File: config.mk
export PLATFORM = sky130hd
export DESIGN_NAME = vram_if0_arb
export DESIGN_NICKNAME = d
export VERILOG_FILES = /design/src/rtl/vram_if0_arb_pkg.sv /design/src/rtl/vram_if0_arb.sv
export SDC_FILE = /design/constraint.sdc
export NUM_CORES = 1
export LEC_CHECK = 0
export CORE_ASPECT_RATIO = 2
export CORE_MARGIN = 4
export CORE_UTILIZATION = 41
export DETAILED_ROUTE_END_ITERATION = 12
export PLACE_DENSITY = 0.8
export SLEW_MARGIN = 5
export SYNTH_ARGS = -nofsm -noshare
export SYNTH_HDL_FRONTEND = slang
export SYNTH_SLANG_ARGS = --single-unit
File: constraint.sdc
create_clock -name clk -period 2.1 [get_ports clk]
set_input_delay 0.525 -clock clk [delete_from_list [all_inputs] [get_ports clk]]
set_output_delay 0.525 -clock clk [all_outputs]
set_load 0.05 [all_outputs]
File: src/rtl/vram_if0_arb_pkg.sv
// Shared definitions for the VRAM interface-0 arbiter: default bus widths and
// the arbiter state encoding.
package vram_if0_arb_pkg;

  localparam int unsigned VRAM_IF0_ADDR_W = 15;
  localparam int unsigned VRAM_IF0_DATA_W = 32;
  localparam int unsigned BYTESEL_W       = 4;

  typedef enum logic [1:0] {
    ST_IDLE = 2'd0,
    ST_WAIT = 2'd1,
    ST_DONE = 2'd2
  } arb_state_e;

endpackage

File: src/rtl/vram_if0_arb.sv
// Two-requester arbiter for VRAM interface 0.
// Grants one requester at a time (fixed priority to r0 or round-robin), holds
// the winner's access on the if0_* port until the VRAM acknowledges, then
// returns a one-cycle rN_ack with captured read data.
// Ports:
//   clk, reset_n         clock, synchronous active-low reset
//   cfg_r0_prio          1 = r0 always wins a tie, 0 = round-robin
//   rN_req/addr/wrdata/wrbytesel/write   requester N access (N=0,1)
//   rN_ack, rN_rddata    completion pulse and held read data
//   if0_*                registered access toward the VRAM port
//   if0_ack, if0_rddata  VRAM completion and read data
//   arb_busy             high whenever the arbiter is not idle
module vram_if0_arb
  import vram_if0_arb_pkg::*;
#(
  parameter int unsigned ADDR_W = VRAM_IF0_ADDR_W,
  parameter int unsigned DATA_W = VRAM_IF0_DATA_W
) (
  input  logic              clk,
  input  logic              reset_n,
  input  logic              cfg_r0_prio,

  input  logic              r0_req,
  input  logic [ADDR_W-1:0] r0_addr,
  input  logic [DATA_W-1:0] r0_wrdata,
  input  logic [3:0]        r0_wrbytesel,
  input  logic              r0_write,
  output logic              r0_ack,
  output logic [DATA_W-1:0] r0_rddata,

  input  logic              r1_req,
  input  logic [ADDR_W-1:0] r1_addr,
  input  logic [DATA_W-1:0] r1_wrdata,
  input  logic [3:0]        r1_wrbytesel,
  input  logic              r1_write,
  output logic              r1_ack,
  output logic [DATA_W-1:0] r1_rddata,

  output logic [ADDR_W-1:0] if0_addr,
  output logic [DATA_W-1:0] if0_wrdata,
  output logic [3:0]        if0_wrbytesel,
  output logic              if0_write,
  output logic              if0_strobe,
  input  logic              if0_ack,
  input  logic [DATA_W-1:0] if0_rddata,

  output logic              arb_busy
);

  // Winner select: 0 = requester 0, 1 = requester 1. On a tie in round-robin
  // mode the requester that did not win last time is chosen.
  function automatic logic pick_winner(input logic req0, input logic req1,
                                       input logic prio0, input logic last);
    logic win;
    win = 1'b0;
    if (req0 && req1) begin
      win = prio0 ? 1'b0 : ~last;
    end else if (req1) begin
      win = 1'b1;
    end
    return win;
  endfunction

  arb_state_e state_q, state_d;

  // last_grant_q also identifies the requester owning the access in WAIT,
  // since it is updated on every grant.
  logic              last_grant_q, last_grant_d;
  logic              win_c;
  logic              any_req_c;

  logic [ADDR_W-1:0] if0_addr_d;
  logic [DATA_W-1:0] if0_wrdata_d;
  logic [3:0]        if0_wrbytesel_d;
  logic              if0_write_d;
  logic              if0_strobe_d;
  logic              r0_ack_d, r1_ack_d;
  logic [DATA_W-1:0] r0_rddata_d, r1_rddata_d;
  logic              arb_busy_d;

  assign any_req_c = r0_req | r1_req;
  assign win_c     = pick_winner(r0_req, r1_req, cfg_r0_prio, last_grant_q);

  // State and output registers.
  always_ff @(posedge clk) begin
    if (!reset_n) begin
      state_q       <= ST_IDLE;
      last_grant_q  <= 1'b1;
      if0_addr      <= '0;
      if0_wrdata    <= '0;
      if0_wrbytesel <= '0;
      if0_write     <= 1'b0;
      if0_strobe    <= 1'b0;
      r0_ack        <= 1'b0;
      r1_ack        <= 1'b0;
      r0_rddata     <= '0;
      r1_rddata     <= '0;
      arb_busy      <= 1'b0;
    end else begin
      state_q       <= state_d;
      last_grant_q  <= last_grant_d;
      if0_addr      <= if0_addr_d;
      if0_wrdata    <= if0_wrdata_d;
      if0_wrbytesel <= if0_wrbytesel_d;
      if0_write     <= if0_write_d;
      if0_strobe    <= if0_strobe_d;
      r0_ack        <= r0_ack_d;
      r1_ack        <= r1_ack_d;
      r0_rddata     <= r0_rddata_d;
      r1_rddata     <= r1_rddata_d;
      arb_busy      <= arb_busy_d;
    end
  end

  // Next-state logic; requests are only looked at in IDLE.
  always_comb begin
    state_d = state_q;
    case (state_q)
      ST_IDLE: if (any_req_c) state_d = ST_WAIT;
      ST_WAIT: if (if0_ack)   state_d = ST_DONE;
      ST_DONE: state_d = ST_IDLE;
      default: state_d = ST_IDLE;
    endcase
  end

  // Next values of the registered outputs.
  always_comb begin
    last_grant_d    = last_grant_q;
    if0_addr_d      = if0_addr;
    if0_wrdata_d    = if0_wrdata;
    if0_wrbytesel_d = if0_wrbytesel;
    if0_write_d     = if0_write;
    if0_strobe_d    = if0_strobe;
    r0_ack_d        = 1'b0;
    r1_ack_d        = 1'b0;
    r0_rddata_d     = r0_rddata;
    r1_rddata_d     = r1_rddata;
    arb_busy_d      = (state_d != ST_IDLE);

    case (state_q)
      ST_IDLE: begin
        if (any_req_c) begin
          last_grant_d = win_c;
          if0_strobe_d = 1'b1;
          if (win_c) begin
            if0_addr_d      = r1_addr;
            if0_wrdata_d    = r1_wrdata;
            if0_wrbytesel_d = r1_wrbytesel;
            if0_write_d     = r1_write;
          end else begin
            if0_addr_d      = r0_addr;
            if0_wrdata_d    = r0_wrdata;
            if0_wrbytesel_d = r0_wrbytesel;
            if0_write_d     = r0_write;
          end
        end
      end
      ST_WAIT: begin
        // Read data is captured only for reads; writes keep the old value.
        if (if0_ack) begin
          if0_strobe_d = 1'b0;
          if (last_grant_q) begin
            r1_ack_d = 1'b1;
            if (!if0_write) r1_rddata_d = if0_rddata;
          end else begin
            r0_ack_d = 1'b1;
            if (!if0_write) r0_rddata_d = if0_rddata;
          end
        end
      end
      default: ;
    endcase
  end

endmodule

# Word-level counts from Yosys, hierarchy flattened
# Index checks and enable logic that the tools add are counted.
# W data, S select, Z words.
# word_totals
ff_bits	123
input_bits	142
out_inout_bits	120
# classes
eq_ne	3
mux	15
n_bitwise	3
n_reduce_logical	9
# ops
cell	count
$mux W32	1
$mux W15	1
$mux W1	8
$reduce_and A4 Y1	2
$reduce_and A3 Y1	2
$mux W2	2
$mux W4	1
$ne A2 B2 Y1 const B	2
$pmux W2 S2	1
$reduce_bool A2 Y1	2
$eq A2 B1 Y1 const B	1
$logic_not A2 Y1	1
$not A1 Y1	2
$pmux W1 S2	1
$reduce_and A2 Y1	1
$logic_and A1 B1 Y1	1
$or A1 B1 Y1	1

# Depth between registers and ports, before layout
# Gate-level depths: netlist of run 1.
# depth
word_depth	4
depth_mapped	6
ltp_nobuf	3

# Least setup slack after synthesis of run 1
# Ideal clock, no wire load.
# synth_timing
kind	input -> register
startpoint	input port r1_req
endpoint	register if0_addr[0]
arrival_ns	1.657
t_required_ns	1.978
slack_ns	0.321
cell_stages	6
cell_sequence	clkbuf_1 -> nor2_1 -> or2_1 -> buf_6 -> buf_6 -> o311a_1
# synth_between
elab_chain_cells	3
word_cells_on_any_way	6
cone_classes	mux (3); bitwise (1); reduce/logical (2)
# synth_rtl
element	line_no	text
from (decl)	vram_if0_arb.sv:31	input logic r1_req,
$mux W1 / $logic_and A1 B1 Y1 (equally long branches)	vram_if0_arb.sv:58, vram_if0_arb.sv:56	
$mux W1	vram_if0_arb.sv:56	if (req0 && req1) begin
$mux W15	vram_if0_arb.sv:145	if (win_c) begin
to (signal assigned)	vram_if0_arb.sv:102	if0_addr <= if0_addr_d;
to (decl)	vram_if0_arb.sv:39	output logic [ADDR_W-1:0] if0_addr,
# Parallel ways exist; a longest one is shown, timed or not.
# A chain may end at the register's enable or synchronous reset.

# Worst setup path after layout of run 1
# layout_timing
startpoint	register r0_rddata[8]
endpoint	output port r0_rddata[8]
# layout_rtl
element	line_no	text
from (decl)	vram_if0_arb.sv:29	output logic [DATA_W-1:0] r0_rddata,
from (signal assigned)	vram_if0_arb.sv:109	r0_rddata <= r0_rddata_d;
# No word-level cell between the ends.

==> metrics.txt, run 1 <==
# TYPE chip_impl_metric gauge
chip_impl_metric{name="track_usage",unit=""} 0.2190
chip_impl_metric{name="clock_latency",unit="ps"} 400
chip_impl_metric{name="num_io_pins",unit=""} 262
chip_impl_metric{name="antenna_diode_instance_count",unit=""} 0
chip_impl_metric{name="worst-slew-pin-transition",unit="ps"} 591.7
chip_impl_metric{name="numCtsBuffers",unit=""} 17
chip_impl_metric{name="remaining_drc_errors",unit=""} 0
chip_impl_metric{name="synth_cell_types",unit=""} 24
chip_impl_metric{name="post_dp_cell_area",unit="um^2"} 8275
chip_impl_metric{name="report.final.slew_viol_count",unit=""} 0
chip_impl_metric{name="hpwlAfterDp",unit="um"} 12460
chip_impl_metric{name="port_buffers",unit=""} 261
chip_impl_info{name="layout.cells.most_common",value="clkdlybuf4s50_1"} 1
chip_impl_metric{name="p_leak",unit="uW"} 0.004898
chip_impl_metric{name="die-area",unit="um^2"} 15510
chip_impl_info{name="timing.hold.worst.class",value="reg2reg"} 1
chip_impl_metric{name="finalSetupViolCount",unit=""} 0
chip_impl_info{name="timing.critical_path.to_type",value="primary output"} 1
chip_impl_info{name="path_class",value="reg2out"} 1
chip_impl_metric{name="globalRoute.totalOverflow",unit=""} 0
chip_impl_info{name="crit_path_cell_trace",value="clkdlybuf4s50_1"} 1
chip_impl_metric{name="worst_ep_arrival_time",unit="ps"} 1540
chip_impl_metric{name="finish.net_count",unit=""} 951
chip_impl_metric{name="die_x",unit="um"} 90.10
chip_impl_metric{name="synth-warning-count",unit=""} 0
chip_impl_metric{name="syn_avg_cell_area",unit="um^2"} 9.611
chip_impl_metric{name="grt_antenna_before_repair",unit=""} 0
chip_impl_metric{name="gpl.final_weighted_congestion",unit=""} 0.7878
chip_impl_metric{name="syn-num-nets",unit=""} 717
chip_impl_metric{name="tns_setup",unit="ps"} 0
chip_impl_metric{name="critPathRequiredTime",unit="ps"} 1570
chip_impl_metric{name="crit_path_max_incr_delay",unit="ps"} 810
chip_impl_info{name="clk_root_buffer_cell",value="clkbuf_16"} 1
chip_impl_metric{name="cellPowerDensity",unit="nW/um^2"} 792.8
chip_impl_metric{name="cap_viol_max_count",unit=""} 0
chip_impl_metric{name="postCtsHoldBufs",unit=""} 0
chip_impl_metric{name="antenna_violating_nets_post_route",unit=""} 0
chip_impl_metric{name="final_min_period_over_clock_period",unit=""} 0.9854
chip_impl_metric{name="post_route_cells_drive_above_1_share",unit=""} 0.07908
chip_impl_metric{name="wire_length_of_the_first_global_routing_pass",unit="um"} 27580
chip_impl_metric{name="clk_path_buf_depth",unit=""} 2
chip_impl_metric{name="irDropWorstVdd",unit="uV"} 559.8
chip_impl_metric{name="final_design_area_no_fill",unit="um^2"} 8920
chip_impl_metric{name="slew-limit-headroom",unit=""} 0.6056
chip_impl_metric{name="core_region_area",unit="um^2"} 13140
chip_impl_info{name="clock_tree_from_tritoncts",value="done"} 1
chip_impl_metric{name="floorplan.initialDensity",unit=""} 0.4206
chip_impl_metric{name="htree_levels",unit=""} 4
chip_impl_info{name="critPathTopFamily",value="buffers and inverters"} 1
chip_impl_metric{name="vias_in_the_first_global_route",unit=""} 5580
chip_impl_info{name="layout_common_cells",value="150 x clkdlybuf4s50_1, 123 x dfxtp_1, 98 x nand2_1"} 1
chip_impl_metric{name="vias",unit=""} 5302
chip_impl_metric{name="reg2reg_slack",unit="ps"} 400
chip_impl_metric{name="worst_clock_skew",unit="ps"} 10.03
chip_impl_metric{name="ys_seq_elements",unit=""} 123
chip_impl_metric{name="drt_first_pass_iters",unit=""} 4
chip_impl_metric{name="post-layout-total-power",unit="uW"} 7072
chip_impl_metric{name="wl_per_cell",unit="um"} 18.21
chip_impl_metric{name="final-hold-violation-count",unit=""} 0
chip_impl_metric{name="cp.buffers_inverters",unit=""} 1
chip_impl_metric{name="fmax",unit="MHz"} 483.2
chip_impl_metric{name="dr.first_iter.drc_count",unit=""} 172
chip_impl_info{name="slowest_cell_on_crit_path",value="clkdlybuf4s50_1"} 1
chip_impl_metric{name="num-fill-cells",unit=""} 1069
chip_impl_metric{name="maximum_number_of_pins_on_one_net_before_global_route_repair",unit=""} 106
chip_impl_info{name="run_status",value="complete, no violations"} 1
chip_impl_metric{name="clk_pin_slew",unit="ps"} 60
chip_impl_metric{name="die_y",unit="um"} 172.2
chip_impl_metric{name="synthToLayoutAreaGrowth",unit="%"} 61.40
chip_impl_metric{name="synth_sequential_area_ratio",unit=""} 0.4456
chip_impl_metric{name="wirelength",unit="um"} 17740
chip_impl_metric{name="core.rowCount",unit=""} 59
chip_impl_metric{name="netlist_instances",unit=""} 575
chip_impl_metric{name="maximum_net_fanout_on_the_critical_path",unit=""} 2
chip_impl_metric{name="synth_area",unit="um^2"} 5527
chip_impl_info{name="startpoint_type",value="flop"} 1
chip_impl_metric{name="clkSinkCount",unit=""} 123
chip_impl_metric{name="shortest_clock_period_the_worst_path_allows_after_layout",unit="ps"} 2069
chip_impl_metric{name="drt-vias-per-instance",unit=""} 5.444
## through the flow
| step | worst slack (ps) | cells | util | hold WS, ps |
|---|---|---|---|---|
| after floorplan | 321.0 | 575 | - | 453.3 |
| after global placement | 20.46 | 942 | 0.6298 | 442.7 |
| after detailed placement | -20.38 | 942 | 0.6298 | 453.1 |
| after CTS | 0.6128 | 974 | 0.6674 | 461.2 |
| after global routing | -0.002887 | 974 | 0.6788 | 476.7 |
| final | 30.62 | 974 | 0.6788 | 456.3 |
## path summary, 6_finish.rpt
kind / from / end / depth (start not counted)
setup / recovery: r0_rddata[8] / r0_rddata[8] / 1
hold / removal: r0_rddata[12] / r0_rddata[12] / 2
setup reg to reg: state_q[1] / if0_wrdata[2] / 4
hold reg to reg: r0_rddata[12] / r0_rddata[12] / 2
## cell usage after synthesis
cell	number	area share
or3b_1	1	0.0016
nor3_2	1	0.0018
o21bai_1	52	0.071
buf_1	2	0.0014
o211ai_1	1	0.0014
o21ai_1	1	0.00090
mux2i_1	64	0.12
nor2b_1	3	0.0034
o21ai_0	1	0.00090
clkbuf_1	42	0.029
buf_2	12	0.011
nand3b_1	1	0.0014
and2_1	1	0.0011
buf_4	1	0.0014
and3_1	53	0.060
dfxtp_1	123	0.45
a21boi_0	46	0.062
nand2_1	98	0.067
or2_1	2	0.0023
o311a_1	52	0.094
buf_6	7	0.014
o21a_1	2	0.0027
a21boi_1	7	0.0095
nor2_1	2	0.0014
## registers in the layout, summed over array words and instances (netlist names)
register and count:
last_grant_q 1, r0_rddata 32, if0_write 1, r0_ack 1
state_q 2, r1_rddata 32, r1_ack 1, arb_busy 1
if0_wrbytesel 4, if0_wrdata 32, if0_addr 15, if0_strobe 1
## layout make-up
type                            count  area [um^2]  area share
Clock buffer                       18        429.2     0.04811
Clock inverter                     14        116.4     0.01305
Multi-Input combinational cell    388         2778      0.3114
Sequential cell                   123         2462      0.2761
Tap cell                          152        190.2     0.02132
Timing Repair Buffer              279         2944      0.3301
## cell families after synthesis
group / Yosys count / synth area share
buffers and inverters: 64 / 0.05638
DFF: 123 / 0.4456
and+or+nand+nor: 162 / 0.1395
muxes: 64 / 0.1159
AOI/OAI and AO/OA: 162 / 0.2427
## report_power, final
group / switching [uW] / leakage [uW] / internal [uW]
clock: 1130 / 0.000261 / 1530
sequential: 84.4 / 0.00101 / 2500
combinational: 1060 / 0.00363 / 765
total: 2270 / 0.00490 / 4800
## tightest hold or removal path: cells and delay by family, from the launching register on
kind	cells	cell delay (ps)
flip-flops	1	300
multiplexers	1	50
AND/OR/NAND/NOR	1	50
## layer usage
layer	global-route usage	routed length (um)	vias to the layer above
li1	-	-	2550
met1	0.2213	6447	2501
met2	0.4147	9659	212
met3	0.06617	1127	39
met4	0.09206	501	0
met5	0	0	-
## repair_timing
item	in CTS	in global routing
setup endpoints to repair	41	60
setup buffers	0	0
resized for setup	41	60
Note: power is estimated with default switching activity, not from simulation.
==> run 2: changes to the inputs <==
--- a/config.mk
+++ b/config.mk
@@ -5,6 +5,7 @@
 export SDC_FILE = /design/constraint.sdc
 export NUM_CORES = 1
 export LEC_CHECK = 0
+export ABC_AREA = 0
 export CORE_ASPECT_RATIO = 2
 export CORE_MARGIN = 4
 export CORE_UTILIZATION = 41
==> results of run 2 <==
No change in the layout: final DEF, timing and power equal those of run 1.
